`config.mk`:
```
export PLATFORM = sky130hd
export DESIGN_NAME = rgb2ycbcr_pipe
export DESIGN_NICKNAME = d
export VERILOG_FILES = /design/src/rtl/rgb2ycbcr_pipe.sv
export SDC_FILE = /design/constraint.sdc
export NUM_CORES = 2
export LEC_CHECK = 0
export ABC_AREA = 1
export CAP_MARGIN = 20
export CORE_MARGIN = 10
export CORE_UTILIZATION = 35
export DETAILED_ROUTE_END_ITERATION = 8
export PLACE_DENSITY = 0.47
export SLEW_MARGIN = 20
export SYNTH_ARGS = -nofsm -noshare
export SYNTH_HDL_FRONTEND = slang
export SYNTH_SLANG_ARGS = --single-unit
```
`constraint.sdc`:
```
create_clock -name clk -period 9.5 [get_ports clk]
set_input_delay 1.9 -clock clk [delete_from_list [all_inputs] [get_ports clk]]
set_output_delay 1.9 -clock clk [all_outputs]
set_load 0.02 [all_outputs]
```
`src/rtl/rgb2ycbcr_pipe.sv`:
```
`default_nettype none
// ============================================================================
//  Module   : rgb2ycbcr_pipe
//  Purpose  : 7-stage RGB -> Y / YCbCr converter with frame-latched coefficients.
//  Revision : 1.0  initial release
// ============================================================================
module rgb2ycbcr_pipe #(
   parameter int DATA_W  = 8,
   parameter int COEF_W  = 18,
   parameter int FRAC_W  = 17,
   parameter int KR_RST  = 39191,
   parameter int KB_RST  = 14942,
   parameter int KCB_RST = 73925,
   parameter int KCR_RST = 93454
) (
   input  logic                     clk,
   input  logic                     rst_n_i,
   input  logic signed [COEF_W-1:0] kr_i,
   input  logic signed [COEF_W-1:0] kb_i,
   input  logic signed [COEF_W-1:0] kcb_i,
   input  logic signed [COEF_W-1:0] kcr_i,
   input  logic                     mode_i,
   input  logic                     dv_i,
   input  logic                     hs_i,
   input  logic                     vs_i,
   input  logic [DATA_W-1:0]        r_i,
   input  logic [DATA_W-1:0]        g_i,
   input  logic [DATA_W-1:0]        b_i,
   output logic                     dv_o,
   output logic                     hs_o,
   output logic                     vs_o,
   output logic [DATA_W-1:0]        y_o,
   output logic [DATA_W-1:0]        cb_o,
   output logic [DATA_W-1:0]        cr_o
);

   localparam int c_pw  = COEF_W + DATA_W + 1;
   localparam int c_sw  = c_pw + 2;
   localparam int c_lat = 7;
   localparam logic signed [c_sw-1:0] c_round      = c_sw'(1) << (FRAC_W - 1);
   localparam logic signed [c_sw-1:0] c_chroma_off = (c_sw'(1) << (DATA_W - 1 + FRAC_W)) + c_round;

   function automatic logic [DATA_W-1:0] f_sat(input logic signed [c_sw-1:0] x);
      if (x[c_sw-1])
         return '0;
      else if (|x[c_sw-2:DATA_W])
         return '1;
      else
         return x[DATA_W-1:0];
   endfunction

   // Frame-shadowed parameters; the capture-cycle pixel bypasses to the new values.
   logic                     r_vs_prev;
   logic signed [COEF_W-1:0] r_kr_sh, r_kb_sh, r_kcb_sh, r_kcr_sh;
   logic                     r_mode_sh;
   logic                     w_vs_rise;
   logic signed [COEF_W-1:0] w_kr, w_kb, w_kcb, w_kcr;
   logic                     w_mode;

   assign w_vs_rise = vs_i & ~r_vs_prev;
   assign w_kr      = w_vs_rise ? kr_i   : r_kr_sh;
   assign w_kb      = w_vs_rise ? kb_i   : r_kb_sh;
   assign w_kcb     = w_vs_rise ? kcb_i  : r_kcb_sh;
   assign w_kcr     = w_vs_rise ? kcr_i  : r_kcr_sh;
   assign w_mode    = w_vs_rise ? mode_i : r_mode_sh;

   always_ff @(posedge clk or negedge rst_n_i) begin
      if (!rst_n_i) begin
         r_vs_prev <= 1'b0;
         r_kr_sh   <= COEF_W'(KR_RST);
         r_kb_sh   <= COEF_W'(KB_RST);
         r_kcb_sh  <= COEF_W'(KCB_RST);
         r_kcr_sh  <= COEF_W'(KCR_RST);
         r_mode_sh <= 1'b0;
      end else begin
         r_vs_prev <= vs_i;
         if (w_vs_rise) begin
            r_kr_sh   <= kr_i;
            r_kb_sh   <= kb_i;
            r_kcb_sh  <= kcb_i;
            r_kcr_sh  <= kcr_i;
            r_mode_sh <= mode_i;
         end
      end
   end

   logic signed [DATA_W:0]   r_rg1, r_bg1;
   logic [DATA_W-1:0]        r_r1, r_g1, r_b1, r_r2, r_g2, r_b2, r_r3, r_b3;
   logic signed [COEF_W-1:0] r_kr1, r_kb1;
   logic signed [COEF_W-1:0] r_kcb1, r_kcr1, r_kcb2, r_kcr2, r_kcb3, r_kcr3, r_kcb4, r_kcr4;
   logic                     r_mode1, r_mode2, r_mode3, r_mode4, r_mode5, r_mode6;
   logic signed [c_pw-1:0]   r_pr2, r_pb2, r_pcb5, r_pcr5;
   logic signed [c_sw-1:0]   r_ysum3, r_cbsum6, r_crsum6;
   logic [DATA_W-1:0]        r_y4, r_y5, r_y6, r_y7, r_cb7, r_cr7;
   logic signed [DATA_W:0]   r_bmy4, r_rmy4;
   logic [3*c_lat-1:0]       r_ctl_sr;
   logic signed [c_sw-1:0]   w_gsh2;
   logic [DATA_W-1:0]        w_ysat3;

   assign w_gsh2  = c_sw'($signed({1'b0, r_g2})) <<< FRAC_W;
   assign w_ysat3 = f_sat(r_ysum3 >>> FRAC_W);

   always_ff @(posedge clk or negedge rst_n_i) begin
      if (!rst_n_i) begin
         r_rg1 <= '0;  r_bg1 <= '0;
         r_r1 <= '0;   r_g1 <= '0;   r_b1 <= '0;
         r_r2 <= '0;   r_g2 <= '0;   r_b2 <= '0;
         r_r3 <= '0;   r_b3 <= '0;
         r_kr1 <= '0;  r_kb1 <= '0;
         r_kcb1 <= '0; r_kcr1 <= '0; r_kcb2 <= '0; r_kcr2 <= '0;
         r_kcb3 <= '0; r_kcr3 <= '0; r_kcb4 <= '0; r_kcr4 <= '0;
         r_mode1 <= 1'b0; r_mode2 <= 1'b0; r_mode3 <= 1'b0;
         r_mode4 <= 1'b0; r_mode5 <= 1'b0; r_mode6 <= 1'b0;
         r_pr2 <= '0;  r_pb2 <= '0;  r_pcb5 <= '0; r_pcr5 <= '0;
         r_ysum3 <= '0; r_cbsum6 <= '0; r_crsum6 <= '0;
         r_y4 <= '0;   r_y5 <= '0;   r_y6 <= '0;   r_y7 <= '0;
         r_cb7 <= '0;  r_cr7 <= '0;
         r_bmy4 <= '0; r_rmy4 <= '0;
         r_ctl_sr <= '0;
      end else begin
         // S1
         r_rg1   <= $signed({1'b0, r_i}) - $signed({1'b0, g_i});
         r_bg1   <= $signed({1'b0, b_i}) - $signed({1'b0, g_i});
         r_r1    <= r_i;   r_g1 <= g_i;   r_b1 <= b_i;
         r_kr1   <= w_kr;  r_kb1 <= w_kb; r_kcb1 <= w_kcb; r_kcr1 <= w_kcr;
         r_mode1 <= w_mode;
         // S2
         r_pr2   <= c_pw'(r_kr1) * c_pw'(r_rg1);
         r_pb2   <= c_pw'(r_kb1) * c_pw'(r_bg1);
         r_r2    <= r_r1;  r_g2 <= r_g1;  r_b2 <= r_b1;
         r_kcb2  <= r_kcb1; r_kcr2 <= r_kcr1; r_mode2 <= r_mode1;
         // S3
         r_ysum3 <= c_sw'(r_pr2) + c_sw'(r_pb2) + w_gsh2 + c_round;
         r_r3    <= r_r2;  r_b3 <= r_b2;
         r_kcb3  <= r_kcb2; r_kcr3 <= r_kcr2; r_mode3 <= r_mode2;
         // S4: chroma differences use the saturated luma
         r_y4    <= w_ysat3;
         r_bmy4  <= $signed({1'b0, r_b3}) - $signed({1'b0, w_ysat3});
         r_rmy4  <= $signed({1'b0, r_r3}) - $signed({1'b0, w_ysat3});
         r_kcb4  <= r_kcb3; r_kcr4 <= r_kcr3; r_mode4 <= r_mode3;
         // S5
         r_pcb5  <= c_pw'(r_kcb4) * c_pw'(r_bmy4);
         r_pcr5  <= c_pw'(r_kcr4) * c_pw'(r_rmy4);
         r_y5    <= r_y4;  r_mode5 <= r_mode4;
         // S6
         r_cbsum6 <= c_sw'(r_pcb5) + c_chroma_off;
         r_crsum6 <= c_sw'(r_pcr5) + c_chroma_off;
         r_y6     <= r_y5; r_mode6 <= r_mode5;
         // S7
         r_y7     <= r_y6;
         r_cb7    <= r_mode6 ? f_sat(r_cbsum6 >>> FRAC_W) : '0;
         r_cr7    <= r_mode6 ? f_sat(r_crsum6 >>> FRAC_W) : '0;
         r_ctl_sr <= {r_ctl_sr[3*c_lat-4:0], dv_i, hs_i, vs_i};
      end
   end

   assign dv_o = r_ctl_sr[3*c_lat-1];
   assign hs_o = r_ctl_sr[3*c_lat-2];
   assign vs_o = r_ctl_sr[3*c_lat-3];
   assign y_o  = r_y7;
   assign cb_o = r_cb7;
   assign cr_o = r_cr7;

endmodule
`default_nettype wire

```
# Word level (Yosys, flattened, before mapping)

Cells that the tools add are included.

Add/subtract/negate cells: 9
Multiply operators: 4
Muxes and demuxes: 12
Bitwise gates (word level): 2
Reductions and logical operators: 3

Operator list:

| kind                                                             | count |
|---|---|
| 18-bit by 9-bit multiplier with 27-bit output                    | 4 |
| 18-bit two-way mux                                               | 4 |
| 8-bit two-way mux                                                | 8 |
| 27-bit by 26-bit adder with 28-bit output, second input constant | 2 |
| 8-bit by 8-bit subtractor with 9-bit output                      | 4 |
| 28-bit by 26-bit adder with 29-bit output                        | 1 |
| 29-bit by 18-bit adder with 29-bit output, second input constant | 1 |
| 27-bit by 27-bit adder with 28-bit output                        | 1 |
| 4-bit OR reduction                                               | 3 |
| 1-bit AND                                                        | 1 |
| 1-bit NOT                                                        | 1 |

Flip-flop bits (word level): 621
Bits of input ports: 102

# Logic depth before layout (Yosys ltp)

Word-level depth: 4
Depth in mapped cells: 24

# Least setup slack after synthesis

No wires, ideal clock.

Kind: register to register
From: register r_rg1[0]
To: register r_pr2[19]
Library setup time: 117 ps
Arrival: 4594 ps
Required time: 9383 ps
Path slack: 4790 ps
Stages on the path, launching flop included: 21
Period minus slack after synthesis: 4710 ps
Cell sequence: dfrtp_1 -> clkbuf_1 -> clkbuf_1 -> nand2_1 -> fa_1 -> inv_1 -> fa_1 -> inv_1 -> fa_1 -> inv_1 -> fa_1 -> fa_1 -> ha_1 -> a21oi_1 -> nand2_1 -> a21oi_1 -> o21ai_2 -> nand2_1 -> nand2_1 -> nand2_1 -> nand2_1

Cells in the longest elaborated chain, start to end: 1

Ends and longest elaborated chain:

| element                                       | RTL line | text |
|---|---|---|
| from (decl)                                   | 87       | `logic signed [DATA_W:0] r_rg1, r_bg1;` |
| from (signal assigned)                        | 122      | `r_rg1 <= $signed({1'b0, r_i}) - $signed({1'b0, g_i});` |
| 18-bit by 9-bit multiplier with 27-bit output | 128      | `r_pr2 <= c_pw'(r_kr1) * c_pw'(r_rg1);` |
| to (signal assigned)                          | 128      |  |
| to (decl)                                     | 92       | `logic signed [c_pw-1:0] r_pr2, r_pb2, r_pcb5, r_pcr5;` |

Every way passes these cells.
A chain may end at the register's enable or synchronous reset.

# Final worst setup path

From: register r_bg1[0]
To: register r_pb2[24]

Cells in the longest elaborated chain, start to end: 1

Ends and longest elaborated chain:

| element                                       | RTL line | text |
|---|---|---|
| from (decl)                                   | 87       |  |
| from (signal assigned)                        | 123      | `r_bg1 <= $signed({1'b0, b_i}) - $signed({1'b0, g_i});` |
| 18-bit by 9-bit multiplier with 27-bit output | 129      | `r_pb2 <= c_pw'(r_kb1) * c_pw'(r_bg1);` |
| to (signal assigned)                          | 129      |  |
| to (decl)                                     | 92       |  |

Every way passes these cells.

==> run summary <==
Clock skew -> 0.0293 ns
Via count -> 26,228
First drt pass iteration count -> 5
Worst-Margin Slew -> 0.974 ns
DR WL/cell -> 16.0 um
Cell taking the most area after synthesis -> sky130_fd_sc_hd__dfrtp_1
Number of buffers inserted by post-CTS setup repair -> 0
Met2 track demand over resource in global routing -> 25.2%
Fmax -> 0.192 GHz
Highest fanout seen on the critical path -> 18
Net count of the mapped netlist -> 5,152
Synth top area cells -> sky130_fd_sc_hd__dfrtp_1, sky130_fd_sc_hd__fa_1, sky130_fd_sc_hd__ha_1
Tightest Hold Check Type -> flop to flop
Startpoint of the lowest-slack hold path -> r_g1[4]
Top cell family by delay on the critical path -> adder cells
Number of pins with negative max-slew slack in the final report -> 0
Critical path arrival -> 5.79 ns
Die Y -> 357 um
Clock transition time at the flip-flop clock pins of the worst setup and hold paths -> 0.06 ns
Net count of the finished layout -> 5,202
Critical Path Sink Type -> flop
Endpoint required time on the critical path -> 10.08 ns
Effective utilization at floorplan -> 35.3%
Via/cell ratio -> 4.51
Final worst slack -> 4.30 ns
Number of rows created at floorplan -> 123
Fill cell total of the finished layout -> 11,312
Aggregate global routing overflow -> 0
Routed wire length -> 93.0 mm
Slew HR -> 35.0%
Final HPWL from detailed placement -> 74.3 mm
Clk sinks -> 497
Most crowded layer after global routing -> met2
Drt initial violations -> 1,172
TritonCTS Buffers -> 59
Fraction of final layout cells sized beyond drive strength 1 -> 5.89%
Reg-to-reg startpoint -> r_bg1[0]
Top FF cell, synth -> sky130_fd_sc_hd__dfrtp_1
Post-synth top area share -> 29.2%
Most used standard cell by instance count after synthesis -> sky130_fd_sc_hd__nand2_1
Sort of element at the start of the critical path -> flop
Minimum period implied by the final worst setup slack -> 5.20 ns
Initial antenna violation count -> 4
Number of instances in the synthesized netlist -> 4,216
Post-route antenna net violation count -> 0
Start-to-end type of the worst setup path -> flop to flop
Cell Chain, Critical Path -> nand2_1 > fa_1 > inv_1 > fa_1 > fa_1 > inv_1 > fa_1 > inv_1 > ha_1 > ha_1 > nand2_1 > inv_1 > nand3_1 > nor2_1 > nand4_1 > nand3_1 > xor2_1
Setup TNS -> 0 ns
Met3 Track Usage GR -> 2.01%
Netlist cell types -> 41
Maximum number of pins on one net before global-route repair -> 157
Period utilization -> 54.8%
H-tree depth -> 2
Max-cap violations -> 0
Critical path's slowest cell -> sky130_fd_sc_hd__dfrtp_1
Growth of design area from synthesis to finish -> 11.9%
Clock Path Buffers -> 3
Placement Setup Slack -> 4.25 ns
Destination of the worst hold path -> r_g2[4]
Setup repair after global routing missed its margin -> no
Total die area -> 0.128 mm^2
Global-route usage over all layers -> 15.1%
Routability congestion estimate from global placement -> 0.854
Run status -> completed
Gates resized, CTS repair -> 0
Global routing met1 resource utilization -> 20.7%
Average cell area after synthesis -> 9.44 um^2
Number of buffer cells added on primary ports -> 128
Hold bufs inserted after CTS -> 0
Reg2Reg Setup Slack -> 4.30 ns
Number of instances on the worst hold path -> 0
Slowest stage delay, CP -> 0.82 ns
Fraction of the yosys area taken by sequential cells -> 31.3%
Yosys Warn Count -> 0
Total of flip-flops plus latches after synthesis -> 497
EDFF count, synth -> 0
CTS tree -> built
Number of global-route vias before repair -> 28,275
Wire length of the first global-routing pass -> 154 mm
Worst-case reg-to-reg path depth -> 17
I/O pin count -> 129
Final core utilization -> 39.6%
Latest clock arrival within the worst-skew pair -> 0.68 ns
Core Area -> 0.113 mm^2
Hold violation count in the final report -> 0
Post-synthesis cell area -> 0.0398 mm^2
Reg-to-reg critical path endpoint -> r_pb2[24]
Async SR Flop Fraction -> 100%
Largest regs -> r_pb2: 27 flops, r_pr2: 27 flops, r_ctl_sr: 21 flops
Die Span X -> 357 um
DRC violations left -> 0
Top cells by count, synth -> sky130_fd_sc_hd__nand2_1, sky130_fd_sc_hd__inv_1, sky130_fd_sc_hd__fa_1
Final setup violation count -> 0
Clk Tree Root Cell -> sky130_fd_sc_hd__clkbuf_16
Worst Path Buf+Inv -> 4
layer usage:
metal / wire [um] / up-vias
met5: 0 / -
met4: 1890 / 0
met3: 4220 / 94
met2: 44200 / 386
met1: 42700 / 13076
li1: - / 12672
per-stage QoR:
stage	hold slack, ns	area (um^2)	instances
after CTS	0.331	44600	5816
after global routing	0.342	44600	5816
final	0.329	44600	5818
after global placement	0.331	42500	5705
after detailed placement	0.335	42500	5705
after floorplan	0.331	39800	4216
cell type report:
class                           instances  area (um^2)  area share, %
Antenna cell                            2         5.00         0.0112
Clock buffer                           89         1750           3.93
Clock inverter                         22          322          0.722
Inverter                              919         3450           7.74
Multi-Input combinational cell       2652        23300           52.3
Sequential cell                       497        12500           28.0
Tap cell                             1500         1880           4.21
Timing Repair Buffer                  137         1380           3.09
logic make-up (layout without fill, tap and decap cells):
group                      count (synthesis)  in the layout  synth area share (%)
xor gates and xnor gates                 107            107                  2.35
and+or+nand+nor                         1338           1338                  13.4
DFF                                      497            497                  31.3
adders and majority gates                834            834                  36.4
muxes                                     73             73                  2.06
buffers and inverters                   1067           1167                  10.2
AOI/OAI and AO/OA                        300            300                  4.25
other                                      0              2                     0
placed cells by master (no fill, tap or decap), types with 5 or more instances in the layout:
cell                                n
sky130_fd_sc_hd__a21boi_0           6
sky130_fd_sc_hd__a21o_1             8
sky130_fd_sc_hd__a21oi_1          153
sky130_fd_sc_hd__a31oi_1            8
sky130_fd_sc_hd__buf_4              7
sky130_fd_sc_hd__bufinv_16          7
sky130_fd_sc_hd__clkbuf_1          16
sky130_fd_sc_hd__clkbuf_16         61
sky130_fd_sc_hd__clkbuf_8          12
sky130_fd_sc_hd__clkdlybuf4s50_1  127
sky130_fd_sc_hd__clkinv_2           7
sky130_fd_sc_hd__dfrtp_1          465
sky130_fd_sc_hd__dfstp_2           32
sky130_fd_sc_hd__fa_1             542
sky130_fd_sc_hd__ha_1             292
sky130_fd_sc_hd__inv_1            914
sky130_fd_sc_hd__mux2_2            73
sky130_fd_sc_hd__nand2_1          959
sky130_fd_sc_hd__nand2_2            8
sky130_fd_sc_hd__nand3_1           84
sky130_fd_sc_hd__nand3b_1           5
sky130_fd_sc_hd__nand4_1           26
sky130_fd_sc_hd__nor2_1           201
sky130_fd_sc_hd__nor3_1            28
sky130_fd_sc_hd__o21a_1             7
sky130_fd_sc_hd__o21ai_0           70
sky130_fd_sc_hd__o21ai_2           14
sky130_fd_sc_hd__o21bai_1          23
sky130_fd_sc_hd__or2_2             12
sky130_fd_sc_hd__xnor2_1           32
sky130_fd_sc_hd__xor2_1            75
how the worst max path moves through the flow:
stage                         from         to  slack (ns)  depth (start not counted)
after detailed placement  r_bg1[0]  r_pb2[24]        4.25                         17
after global placement    r_bg1[3]  r_pb2[24]        4.29                         17
after floorplan           r_rg1[0]  r_pr2[19]        4.79                         20
final                     r_bg1[0]  r_pb2[24]        4.30                         17
after CTS                 r_bg1[0]  r_pb2[24]        4.21                         17
after global routing      r_bg1[0]  r_pb2[24]        3.94                         17
Power is not shown: default switching activity piles up to over one toggle a cycle in this logic, so the estimate is an artifact.
